==> src/rtl/rr_encoder_arbiter_pkg.sv <==
// Shared definitions for the round-robin arbitration blocks: FSM state
// encodings, the default hold limit and pointer arithmetic.
package rr_encoder_arbiter_pkg;

  // Two-state arbitration FSM shared by the team's arbiters.
  typedef enum logic [0:0] {
    ST_IDLE  = 1'b0,
    ST_GRANT = 1'b1
  } arb_state_e;

  // Default number of consecutive cycles one grant may be held.
  localparam int RR_MAX_HOLD_DEFAULT = 8;

  // Advance the rotating priority pointer past the given requester.
  // Two-bit arithmetic gives the wrap 3 -> 0 for free.
  function automatic logic [1:0] next_ptr(input logic [1:0] id);
    return id + 2'd1;
  endfunction

endpackage : rr_encoder_arbiter_pkg

==> src/rtl/rr_onehot_enc.sv <==
// One-hot to binary index encoder (4 in, 2 out). A zero or illegal
// multi-hot input encodes to index 0.
module rr_onehot_enc (
  input  logic [3:0] onehot_i,
  output logic [1:0] index_o
);

  // Map each legal one-hot code to its bit position.
  always_comb begin
    index_o = 2'd0;
    case (onehot_i)
      4'b0001: index_o = 2'd0;
      4'b0010: index_o = 2'd1;
      4'b0100: index_o = 2'd2;
      4'b1000: index_o = 2'd3;
      default: index_o = 2'd0;
    endcase
  end

endmodule : rr_onehot_enc

==> src/rtl/rr_encoder_arbiter.sv <==
// Four-requester round-robin arbiter with a bounded hold time.
// A winner is picked in IDLE starting from the rotating pointer, held in
// GRANT until it releases or hits MAX_HOLD, and every grant is followed by
// at least one IDLE turnaround cycle. All outputs are registered.
module rr_encoder_arbiter
  import rr_encoder_arbiter_pkg::*;
#(
  parameter int MAX_HOLD = RR_MAX_HOLD_DEFAULT
) (
  input  logic       clk,
  input  logic       reset,
  input  logic [3:0] req,
  output logic [3:0] grant,
  output logic [1:0] grant_id,
  output logic       busy,
  output logic       timeout
);

  localparam logic [3:0] HOLD_LIMIT = 4'(MAX_HOLD);

  arb_state_e state_q;
  logic [1:0] ptr_q;
  logic [3:0] hold_cnt_q;
  logic [3:0] grant_q;
  logic [1:0] grant_id_q;
  logic       busy_q;
  logic       timeout_q;

  logic [3:0] cand_grant_d;
  logic [1:0] cand_id_d;
  logic       found_s;
  logic       hit_s;

  // Rotating priority scan: first set request at ptr, ptr+1, ptr+2, ptr+3.
  always_comb begin
    cand_grant_d = 4'b0000;
    found_s      = 1'b0;
    hit_s        = 1'b0;
    for (int off = 0; off < 4; off++) begin
      hit_s = ~found_s & req[2'(ptr_q + 2'(off))];
      cand_grant_d[2'(ptr_q + 2'(off))] = hit_s;
      found_s = found_s | hit_s;
    end
  end

  rr_onehot_enc u_enc (
    .onehot_i (cand_grant_d),
    .index_o  (cand_id_d)
  );

  // Arbitration FSM with registered grant, index, busy and timeout outputs.
  always_ff @(posedge clk or posedge reset) begin
    if (reset) begin
      state_q    <= ST_IDLE;
      ptr_q      <= 2'd0;
      hold_cnt_q <= 4'd0;
      grant_q    <= 4'b0000;
      grant_id_q <= 2'd0;
      busy_q     <= 1'b0;
      timeout_q  <= 1'b0;
    end else begin
      timeout_q <= 1'b0;
      case (state_q)
        ST_IDLE: begin
          if (found_s) begin
            grant_q    <= cand_grant_d;
            grant_id_q <= cand_id_d;
            busy_q     <= 1'b1;
            hold_cnt_q <= 4'd1;
            state_q    <= ST_GRANT;
          end else begin
            grant_q    <= 4'b0000;
            grant_id_q <= 2'd0;
            busy_q     <= 1'b0;
            hold_cnt_q <= 4'd0;
            state_q    <= ST_IDLE;
          end
        end
        ST_GRANT: begin
          if (!req[grant_id_q]) begin
            // Voluntary release takes precedence over the hold limit.
            grant_q    <= 4'b0000;
            grant_id_q <= 2'd0;
            busy_q     <= 1'b0;
            hold_cnt_q <= 4'd0;
            ptr_q      <= next_ptr(grant_id_q);
            state_q    <= ST_IDLE;
          end else if (hold_cnt_q == HOLD_LIMIT) begin
            // Forced revoke: flag it in the first IDLE cycle.
            grant_q    <= 4'b0000;
            grant_id_q <= 2'd0;
            busy_q     <= 1'b0;
            hold_cnt_q <= 4'd0;
            ptr_q      <= next_ptr(grant_id_q);
            timeout_q  <= 1'b1;
            state_q    <= ST_IDLE;
          end else begin
            hold_cnt_q <= hold_cnt_q + 4'd1;
            state_q    <= ST_GRANT;
          end
        end
        default: begin
          grant_q    <= 4'b0000;
          grant_id_q <= 2'd0;
          busy_q     <= 1'b0;
          hold_cnt_q <= 4'd0;
          state_q    <= ST_IDLE;
        end
      endcase
    end
  end

  assign grant    = grant_q;
  assign grant_id = grant_id_q;
  assign busy     = busy_q;
  assign timeout  = timeout_q;

endmodule : rr_encoder_arbiter

==> config.mk <==
export PLATFORM = sky130hd
export DESIGN_NAME = rr_encoder_arbiter
export DESIGN_NICKNAME = d
export VERILOG_FILES = /design/src/rtl/rr_encoder_arbiter_pkg.sv /design/src/rtl/rr_onehot_enc.sv /design/src/rtl/rr_encoder_arbiter.sv
export SDC_FILE = /design/constraint.sdc
export NUM_CORES = 1
export LEC_CHECK = 0
export ABC_AREA = 1
export CAP_MARGIN = 30
export CORE_ASPECT_RATIO = 0.5
export CORE_UTILIZATION = 35
export CTS_CLUSTER_DIAMETER = 60
export DETAILED_ROUTE_END_ITERATION = 7
export PLACE_DENSITY = 0.59
export SLEW_MARGIN = 25
export SYNTH_ARGS = -nofsm -noshare
export SYNTH_HDL_FRONTEND = slang
export SYNTH_SLANG_ARGS = --single-unit
==> constraint.sdc <==
create_clock -name clk -period 2.15 [get_ports clk]
set_clock_uncertainty 0.2 [all_clocks]
set_input_delay 0.5375 -clock clk [delete_from_list [all_inputs] [get_ports clk]]
set_output_delay 0.5375 -clock clk [all_outputs]
set_load 0.01 [all_outputs]
==> results.json, run 1 <==
{
  "status": "finished, final reports clean",
  "crit_type": "flop to output port",
  "end_kind": "output port",
  "drcViolationCount": 0,
  "pin_count": 14,
  "synth_compound_area_share_pct": 8.25,
  "p_leak_nw": 0.837,
  "path_cells": "clkdlybuf4s50_1",
  "hold_buffers": 0,
  "antenna_left": 0,
  "num_vias": 1108,
  "dp_hpwl_um": 2040,
  "post_synth_num_cell_types": 21,
  "die_w_um": 83.7,
  "drt_wl_total_um": 2730,
  "cts_made_buffers": 3,
  "worstPathArrival_ns": 1.30,
  "rsz0062_at_grt": "no",
  "synth_xor_area_share_pct": 2.25,
  "avgViaCountPerCell": 4.60,
  "grt_antenna_before_repair": 0,
  "fin_crit_sh_pct": 94.7,
  "ys_warn_count": 0,
  "crit_path_max_fanout": 8,
  "post_route_cells_drive_above_1_share_pct": 27.4,
  "ir_worst_vdd_uv": 521,
  "wl_met2_um": 1210,
  "syn_area_per_cell_um2": 7.07,
  "hold_viol": 0,
  "grt-ovfl-total": 0,
  "avgRoutedWirePerCell_um": 11.3,
  "rrSetupSlack_ns": 0.13,
  "fp.coreArea_um2": 3080,
  "dpl-instance-area_um2": 1450,
  "cp.depth": 1,
  "seq_area_frac_synth_pct": 32.2,
  "finalMaxSlewViolations": 0,
  "synth_area_um2": 1170,
  "dp_slack_ns": -0.408,
  "slew_headroom_pct": 63.9,
  "area.growth.synth_to_final_pct": 37.6,
  "cap_violations": 0,
  "cp_top_family": "buffers and inverters",
  "synth-seq-cells": 15,
  "nFillCells": 291,
  "crit_start": "grant_id[0]$_DFFE_PP0P_",
  "synthMuxAreaShare_pct": 0,
  "top_layer": "met4",
  "critical_path.max_stage_delay_ns": 0.58,
  "cp_num_buf_inv": 1,
  "worst_setup_path_endpoint": "grant_id[0]",
  "grt_pass1_vias": 1073,
  "fmax_mhz": 491,
  "gp_congestion": 0.867,
  "n_antenna_cell": 0,
  "r2r_end": "grant_id[0]$_DFFE_PP0P_",
  "start_util_pct": 37.9,
  "path_clk_slew_ns": 0.06,
  "drt_iter0_drc": 85,
  "fin_area_um2": 1610,
  "synth_top_family_by_area": "simple AND/OR/NAND/NOR gates",
  "reg2reg_depth": 15,
  "port_buffers": 13,
  "grt_max_degree": 16,
  "clockRootBuffer": "clkbuf_8",
  "cp_slowest_cell": "clkdlybuf4s50_1",
  "cts_sinks": 15,
  "synth_fa_ha_area_share_pct": 9.65,
  "clkLatencyLatePin_ns": 0.24,
  "startpoint_type": "flop",
  "syn_nets": 180,
  "syn-instance-count": 165,
  "grt_usage_pct": 17.4,
  "wl_met1_um": 1420,
  "crit_required_ns": 1.41,
  "first_pass_iters": 4,
  "clockBufferDepth": 2,
  "power.density_nw_per_um2": 1580,
  "fin_ws_ns": 0.114,
  "htreeDepth": 1,
  "dieHeight_um": 42.8,
  "tritoncts": "built",
  "hold_path_class": "flop to flop",
  "die-area_um2": 3580,
  "setup_viol": 0,
  "period_needed_ns": 2.04,
  "fin_nets": 217,
  "tns_ns": 0,
  "wl_met3_um": 75,
  "grt_pass1_wl_um": 4950,
  "yosys.area_share.simple_pct": 40.3,
  "row_count": 14,
  "tightest_slew_ns": 0.541,
  "worstReg2RegStart": "ptr_q[0]$_DFFE_PP0P_"
}
==> final cells by class <==
type / instances / area, um^2 / share of cell area [%]
Timing Repair Buffer: 32 / 279 / 17.4
Multi-Input combinational cell: 130 / 778 / 48.4
Tap cell: 40 / 50.0 / 3.12
Sequential cell: 15 / 377 / 23.4
Inverter: 20 / 77.6 / 4.83
Clock buffer: 4 / 45.0 / 2.80
==> worst register-to-register path, cell delays in order, from the launching register on <==
cell     delay (ns)
dfrtp_2        0.41
inv_2          0.09
ha_4           0.23
inv_4          0.06
nand3_2        0.09
nand2_4        0.09
buf_4          0.11
nand3_2        0.08
a21oi_2        0.12
nand2_1        0.09
nand2_2        0.10
nor2_2         0.05
nand2_1        0.07
nand2_1        0.05
nand2_1        0.05
nand2_1        0.04
==> Yosys cell counts, drive strengths merged <==
cell type	n	share of area, %
o21ai	10	4.3
inv	20	6.4
o31ai	1	0.64
xnor2	2	1.5
nand3	16	9.0
nor2	11	4.0
buf	1	0.96
nand2	66	24
ha	9	9.6
a21oi	6	2.6
a22o	1	0.75
nand3b	1	0.64
nand4	5	2.7
xor2	1	0.75
dfrtp	15	32
==> how the worst min path moves through the flow <==
| stage | startpoint | depth (start not counted) | endpoint |
|---|---|---|---|
| floorplan | reset | 1 | busy$_DFFE_PP0P_ |
| global placement | busy$_DFFE_PP0P_ | 2 | busy$_DFFE_PP0P_ |
| detailed placement | busy$_DFFE_PP0P_ | 2 | busy$_DFFE_PP0P_ |
| CTS | busy$_DFFE_PP0P_ | 2 | busy$_DFFE_PP0P_ |
| global route | busy$_DFFE_PP0P_ | 2 | busy$_DFFE_PP0P_ |
| finish | grant[3]$_DFFE_PP0P_ | 2 | grant[3]$_DFFE_PP0P_ |
==> cells by family after synthesis <==
group,after synthesis
xor gates and xnor gates,3
DFF,15
adders and majority gates,9
buffers and inverters,21
AOI/OAI and AO/OA,18
and+or+nand+nor,99
==> stage by stage <==
step           instances  util, %  hold WS, ns  total power [mW]
3_5_place_dp         232     47.0        0.271              2.04
6_report             241     52.1        0.285              2.54
3_3_place_gp         232     47.0        0.266              2.03
4_1_cts              241     51.3        0.287              2.48
2_1_floorplan        165        -        0.239              1.50
5_1_grt              241     52.1        0.325              2.80
==> state kept, by name, indices dropped and copies added (netlist names) <==
signal and cells:
ptr_q 2, grant_id 2, hold_cnt_q 4, timeout 1, state_q 1, busy 1, grant 4
==> placed cells by master (no fill, tap or decap), drive strengths merged <==
cell type       n
nand3b          1
clkdlybuf4s50   9
o21ai          10
xor2            1
nand3          16
dfrtp          15
dlymetal6s2s    2
ha              9
a21oi           6
a22o            1
clkbuf          4
nor2           11
inv            20
xnor2           2
buf            19
dlygate4sd2     2
nand4           5
o31ai           1
nand2          67
==> per-layer routing <==
metal,vias to the layer above,track usage (%)
met3,2,1.75
li1,600,-
met1,487,24.7
met2,19,27.8
met4,0,6.10
met5,-,0
==> where the power goes <==
group | internal, mW | switching, mW | total (mW)
Sequential | 0.379 | 0.0810 | 0.460
Combinational | 0.821 | 1.04 | 1.86
Clock | 0.131 | 0.0929 | 0.224
==> repair_timing <==
item                       in CTS  in global routing
resized for setup              13                 10
setup buffers                   4                  0
pin swaps                       5                 10
cloned                          1                  0
setup endpoints to repair       8                  9
No activity file was read; power rests on OpenSTA's default activity.
==> inputs of run 2 (changes only) <==
- CORE_ASPECT_RATIO: 0.5 -> 1.1
- CORE_UTILIZATION: 35 -> 30
- PLACE_DENSITY: 0.59 -> 0.53
==> run 2 against run 1 <==
First-iteration DRC count fell by 46%. Final cell count grew 4.1%. Utilization fell by 7.3 points. Worst hold slack got worse by 0.0060 ns. Total power up 0.75%. Count of clock-buffer cells in the layout is 1 lower. Via count is 3.9% higher. Combinational power about the same. Routed wire length is 0.15% lower. Critical path depth unchanged. Design area is 2.7% higher. Critical path type unchanged. Highest routed layer unchanged.
==> results.json, run 2 (same netlist as run 1, synthesis figures left out) <==
{
  "p_int_mw": 1.34,
  "grt_pass1_wl_um": 4850,
  "dp_hpwl_um": 2050,
  "seq_power_share_pct": 18.0,
  "cts_sinks": 15,
  "path_clk_slew_ns": 0.06,
  "nFillCells": 407,
  "start_util_pct": 31.7,
  "instances_no_fill": 251,
  "avgRoutedWirePerCell_um": 10.9,
  "row_count": 23,
  "whs_ns": 0.279,
  "power.density_nw_per_um2": 1550,
  "setup_viol": 0,
  "finalMaxSlewViolations": 0,
  "n_antenna_cell": 0,
  "hold_buffers": 0,
  "switchingPower_mw": 1.23,
  "final_common_cell": "nand2_1",
  "avgViaCountPerCell": 4.59,
  "critical_path.max_stage_delay_ns": 0.60,
  "clockRootBuffer": "clkbuf_8",
  "r2r_end": "grant_id[0]$_DFFE_PP0P_",
  "min_to": "grant[0]$_DFFE_PP0P_",
  "grt_antenna_before_repair": 0,
  "slew_headroom_pct": 63.2,
  "grt_max_degree": 16,
  "end_kind": "output port",
  "antenna_left": 0,
  "reg2reg_depth": 16,
  "cp_slowest_cell": "clkdlybuf4s50_1",
  "tightest_slew_ns": 0.552,
  "path_cells": "clkdlybuf4s50_1",
  "fin_ws_ns": 0.0677,
  "port_buffers": 13,
  "swShare_pct": 47.8,
  "hold_path_class": "flop to flop",
  "fp.coreArea_um2": 3680,
  "drt_iter0_drc": 46,
  "tritoncts": "built",
  "grt_usage_pct": 15.4,
  "cts_made_buffers": 3,
  "hp-start": "grant[0]$_DFFE_PP0P_",
  "p_leak_nw": 0.855,
  "crit_required_ns": 1.41,
  "ir_worst_vdd_uv": 633,
  "htreeDepth": 1,
  "first_pass_iters": 4,
  "clockBufferDepth": 2,
  "die_w_um": 61.5,
  "dp_slack_ns": -0.347,
  "grt_pass1_vias": 1154,
  "placed_cells": 244,
  "startpoint_type": "flop",
  "power_mw": 2.56,
  "cap_violations": 0,
  "worstPathArrival_ns": 1.34,
  "post_route_cells_drive_above_1_share_pct": 28.9,
  "multi_input_area_um2": 805,
  "pin_count": 14,
  "period_needed_ns": 2.08,
  "clkPwrFrac_pct": 8.7,
  "crit_type": "flop to output port",
  "grt-ovfl-total": 0,
  "die-area_um2": 4140,
  "fin_crit_sh_pct": 96.8,
  "rrSetupSlack_ns": 0.12,
  "worstReg2RegStart": "ptr_q[0]$_DFFE_PP0P_",
  "regArea_um2": 377,
  "cp_num_buf_inv": 1,
  "dieHeight_um": 67.4,
  "num_vias": 1151,
  "hold_viol": 0,
  "drt_wl_total_um": 2720,
  "most-common-layout-cells": "nand2_1 (48), buf_4 (18), inv_1 (16)",
  "fmax_mhz": 480,
  "area.growth.synth_to_final_pct": 41.4,
  "drcViolationCount": 0,
  "gp_congestion": 0.940,
  "crit_path_max_fanout": 8,
  "power_frac_comb_pct": 73.3,
  "clkLatencyLatePin_ns": 0.24,
  "fin_nets": 217,
  "status": "finished, final reports clean",
  "hold_path_depth": 2,
  "cp_top_family": "buffers and inverters"
}
## run 2: cell count changes in the layout (fill, tap and decap cells not counted), sizes merged
cell          change
clkbuf            -1
clkinv            +1
dlygate4sd2       -1
dlymetal6s2s      +1
## run 2: power groups by stage
stage                     Combinational (mW)  Sequential, mW  Clock [mW]
after floorplan                         1.01           0.488           0
after global placement                  1.55           0.462           0
after detailed placement                1.57           0.463           0
after CTS                               1.69           0.460       0.229
after global routing                    2.12           0.474       0.244
final                                   1.88           0.461       0.224
## run 2: worst max-delay path by stage
| stage | startpoint | end | slack [ns] | cells after the start |
|---|---|---|---|---|
| 2_1_floorplan | ptr_q[1]$_DFFE_PP0P_ | grant_id[0]$_DFFE_PP0P_ | 0.003 | 16 |
| 3_3_place_gp | req[1] | grant_id[0]$_DFFE_PP0P_ | -0.32 | 15 |
| 3_5_place_dp | req[0] | grant_id[0]$_DFFE_PP0P_ | -0.35 | 15 |
| 4_1_cts | req[3] | grant_id[0]$_DFFE_PP0P_ | 0.002 | 17 |
| 5_1_grt | ptr_q[0]$_DFFE_PP0P_ | grant_id[0]$_DFFE_PP0P_ | -0.004 | 16 |
| 6_report | grant_id[0]$_DFFE_PP0P_ | grant_id[0] | 0.07 | 1 |
## run 2: what timing repair did
| action | CTS | global route |
|---|---|---|
| pin swaps | 9 | 7 |
| gates cloned | 1 | 0 |
| setup endpoints to repair | 3 | 11 |
| setup buffers | 1 | 1 |
| resized for setup | 9 | 19 |
## run 2: layout make-up
type	instances	area share (%)
multi-input combinational	130	48.7
sequential	15	22.8
timing repair buffer	32	17.1
inverter	20	4.70
tap	50	3.79
clock buffer	3	2.50
clock inverter	1	0.303
## run 2: through the flow
stage / instance area [um^2] / utilization, % / setup TNS (ns)
finish: 1650 / 44.8 / 0
global route: 1650 / 44.8 / -0.00366
CTS: 1570 / 42.6 / 0
detailed placement: 1480 / 40.1 / -2.92
global placement: 1480 / 40.1 / -2.75
floorplan: 1170 / - / 0
## run 2: per-layer routing
metal  vias up  GRT usage, %  wire (um)
li1        599             -          -
met1       528          19.3       1240
met4         0          4.17         31
met5         -             0          0
met3         4          1.92         77
met2        20          27.2       1370
==> inputs of run 3 (changes only) <==
- SETUP_SLACK_MARGIN: not set -> 0.15
- SLEW_MARGIN: 25 -> 10
==> run 3 against run 2 <==
Setup slack got worse by 0.021 ns. Clock power increased by 4%. Global-route usage decreased by 0.72 points. Total power increased by 12%. Non-clock buffer count increased by 2. Sequential share of layout area decreased by 0.45 points. Highest routed layer unchanged.
==> results.json, run 3 (same netlist as run 1, synthesis figures left out) <==
{
  "rsz0062_at_grt": "yes",
  "tns_ns": 0,
  "rrSetupSlack_ns": 0.05,
  "finalMaxSlewViolations": 0,
  "post_route_cells_drive_above_1_share_pct": 34.0,
  "cts_sinks": 15,
  "final_common_cell": "nand2_1",
  "dpl-instance-area_um2": 1460,
  "grt_usage_pct": 14.6,
  "status": "finished, final reports clean",
  "drcViolationCount": 0,
  "avgViaCountPerCell": 4.75,
  "crit_type": "flop to flop",
  "antenna_left": 0,
  "row_count": 23,
  "hp-start": "busy$_DFFE_PP0P_",
  "avgRoutedWirePerCell_um": 12.4,
  "power_frac_comb_pct": 75.5,
  "htreeDepth": 1,
  "reg2reg_depth": 15,
  "grt_antenna_before_repair": 0,
  "first_pass_iters": 4,
  "pin_count": 14,
  "dieHeight_um": 67.4,
  "die_w_um": 61.5,
  "worstReg2RegStart": "ptr_q[0]$_DFFE_PP0P_",
  "gp_congestion": 0.808,
  "fp.coreArea_um2": 3680,
  "end_kind": "flop",
  "slew_headroom_pct": 62.1,
  "fin_ws_ns": 0.0464,
  "drt_wl_total_um": 3150,
  "path_clk_slew_ns": 0.07,
  "switchingPower_mw": 1.39,
  "whs_ns": 0.276,
  "min_to": "busy$_DFFE_PP0P_",
  "seq_power_share_pct": 16.4,
  "tightest_slew_ns": 0.567,
  "crit_path_max_fanout": 4,
  "power_mw": 2.87,
  "cts_made_buffers": 3,
  "worstPathArrival_ns": 2.05,
  "dp_slack_ns": -0.410,
  "clkPwrFrac_pct": 8.1,
  "tritoncts": "built",
  "clkLatencyLatePin_ns": 0.25,
  "r2r_end": "grant_id[0]$_DFFE_PP0P_",
  "fin_crit_sh_pct": 97.8,
  "hold_viol": 0,
  "grt-ovfl-total": 0,
  "clockBufferDepth": 2,
  "fmax_mhz": 475,
  "swShare_pct": 48.5,
  "hold_path_depth": 2,
  "cap_violations": 0,
  "dp_hpwl_um": 2150,
  "fin_nets": 219,
  "period_needed_ns": 2.10,
  "setup_viol": 0,
  "clockRootBuffer": "clkbuf_8",
  "p_int_mw": 1.48,
  "die-area_um2": 4140,
  "port_buffers": 13,
  "hold_buffers": 0,
  "fin_area_um2": 1700,
  "start_util_pct": 31.7,
  "n_antenna_cell": 0,
  "p_leak_nw": 0.872,
  "num_vias": 1202,
  "crit_required_ns": 2.09,
  "grt_pass1_vias": 1106,
  "power.density_nw_per_um2": 1690,
  "hold_path_class": "flop to flop",
  "grt_pass1_wl_um": 4540,
  "startpoint_type": "flop",
  "most-common-layout-cells": "nand2_1 (45), buf_4 (19), inv_1 (16)",
  "area.growth.synth_to_final_pct": 45.7,
  "ir_worst_vdd_uv": 824,
  "grt_max_degree": 16,
  "drt_iter0_drc": 52
}
-- run 3: cell types whose count changed in the layout (fill, tap and decap cells not counted), sizes merged --
cell,before,now
dlymetal6s2s,3,1
dlygate4sd2,1,4
clkdlybuf4s50,9,8
buf,19,21
-- run 3: layer usage --
layer  up-vias  track usage [%]  share of wire [%]
met5         -                0                  0
li1        605                -                  -
met3        13             1.34                2.4
met2        28             26.4                 53
met4         0             8.06                3.2
met1       556             16.6                 42
-- run 3: how the worst max path moves through the flow --
stage	end	depth (start not counted)	from	slack, ns
2_1_floorplan	grant_id[0]$_DFFE_PP0P_	16	ptr_q[0]$_DFFE_PP0P_	0.15
3_3_place_gp	grant_id[0]$_DFFE_PP0P_	15	req[0]	-0.34
3_5_place_dp	grant_id[0]$_DFFE_PP0P_	15	req[0]	-0.41
4_1_cts	grant_id[0]$_DFFE_PP0P_	16	ptr_q[0]$_DFFE_PP0P_	0.1
5_1_grt	grant_id[0]$_DFFE_PP0P_	15	ptr_q[0]$_DFFE_PP0P_	-0.07
6_report	grant_id[0]$_DFFE_PP0P_	15	ptr_q[0]$_DFFE_PP0P_	0.05
-- run 3: final cells by class --
| class | instances | area [um^2] |
|---|---|---|
| Clock buffer | 3 | 41.3 |
| Clock inverter | 1 | 5.00 |
| Fill cell | 387 | 1980 |
| Inverter | 20 | 80.1 |
| Multi-Input combinational cell | 130 | 838 |
| Sequential cell | 15 | 380 |
| Tap cell | 50 | 62.6 |
| Timing Repair Buffer | 34 | 293 |
-- run 3: what timing repair did --
| action | 4_1_cts | 5_1_grt |
|---|---|---|
| gates resized for setup | 14 | 25 |
| buffers inserted | 4 | 4 |
| setup endpoints to repair | 11 | 10 |
| pin swaps | 12 | 12 |
| cloned | 1 | 0 |
-- run 3: per-stage QoR --
| step | util [%] | std cells |
|---|---|---|
| after floorplan | - | 165 |
| final | 46.2 | 253 |
| after detailed placement | 39.7 | 240 |
| after CTS | 42.7 | 249 |
| after global routing | 46.2 | 253 |
| after global placement | 39.7 | 240 |
-- run 3: worst max-delay path, stage by stage (launching register included) --
cell	delay (ns)
dfrtp_2	0.44
inv_4	0.08
ha_4	0.22
inv_4	0.07
nand3_4	0.07
nand2_4	0.12
buf_6	0.11
nand3_4	0.07
a21oi_2	0.15
nand2_2	0.09
nand2_4	0.09
nor2_1	0.05
nand2_1	0.07
nand2_1	0.05
nand2_1	0.05
nand2_1	0.06
-- run 3: power groups by stage --
stage / combinational (mW) / clock [mW] / sequential, mW
after CTS: 1.76 / 0.237 / 0.472
final: 2.17 / 0.232 / 0.471
after global routing: 2.36 / 0.250 / 0.485
after detailed placement: 1.62 / 0 / 0.472
after global placement: 1.59 / 0 / 0.469
after floorplan: 1.05 / 0 / 0.494
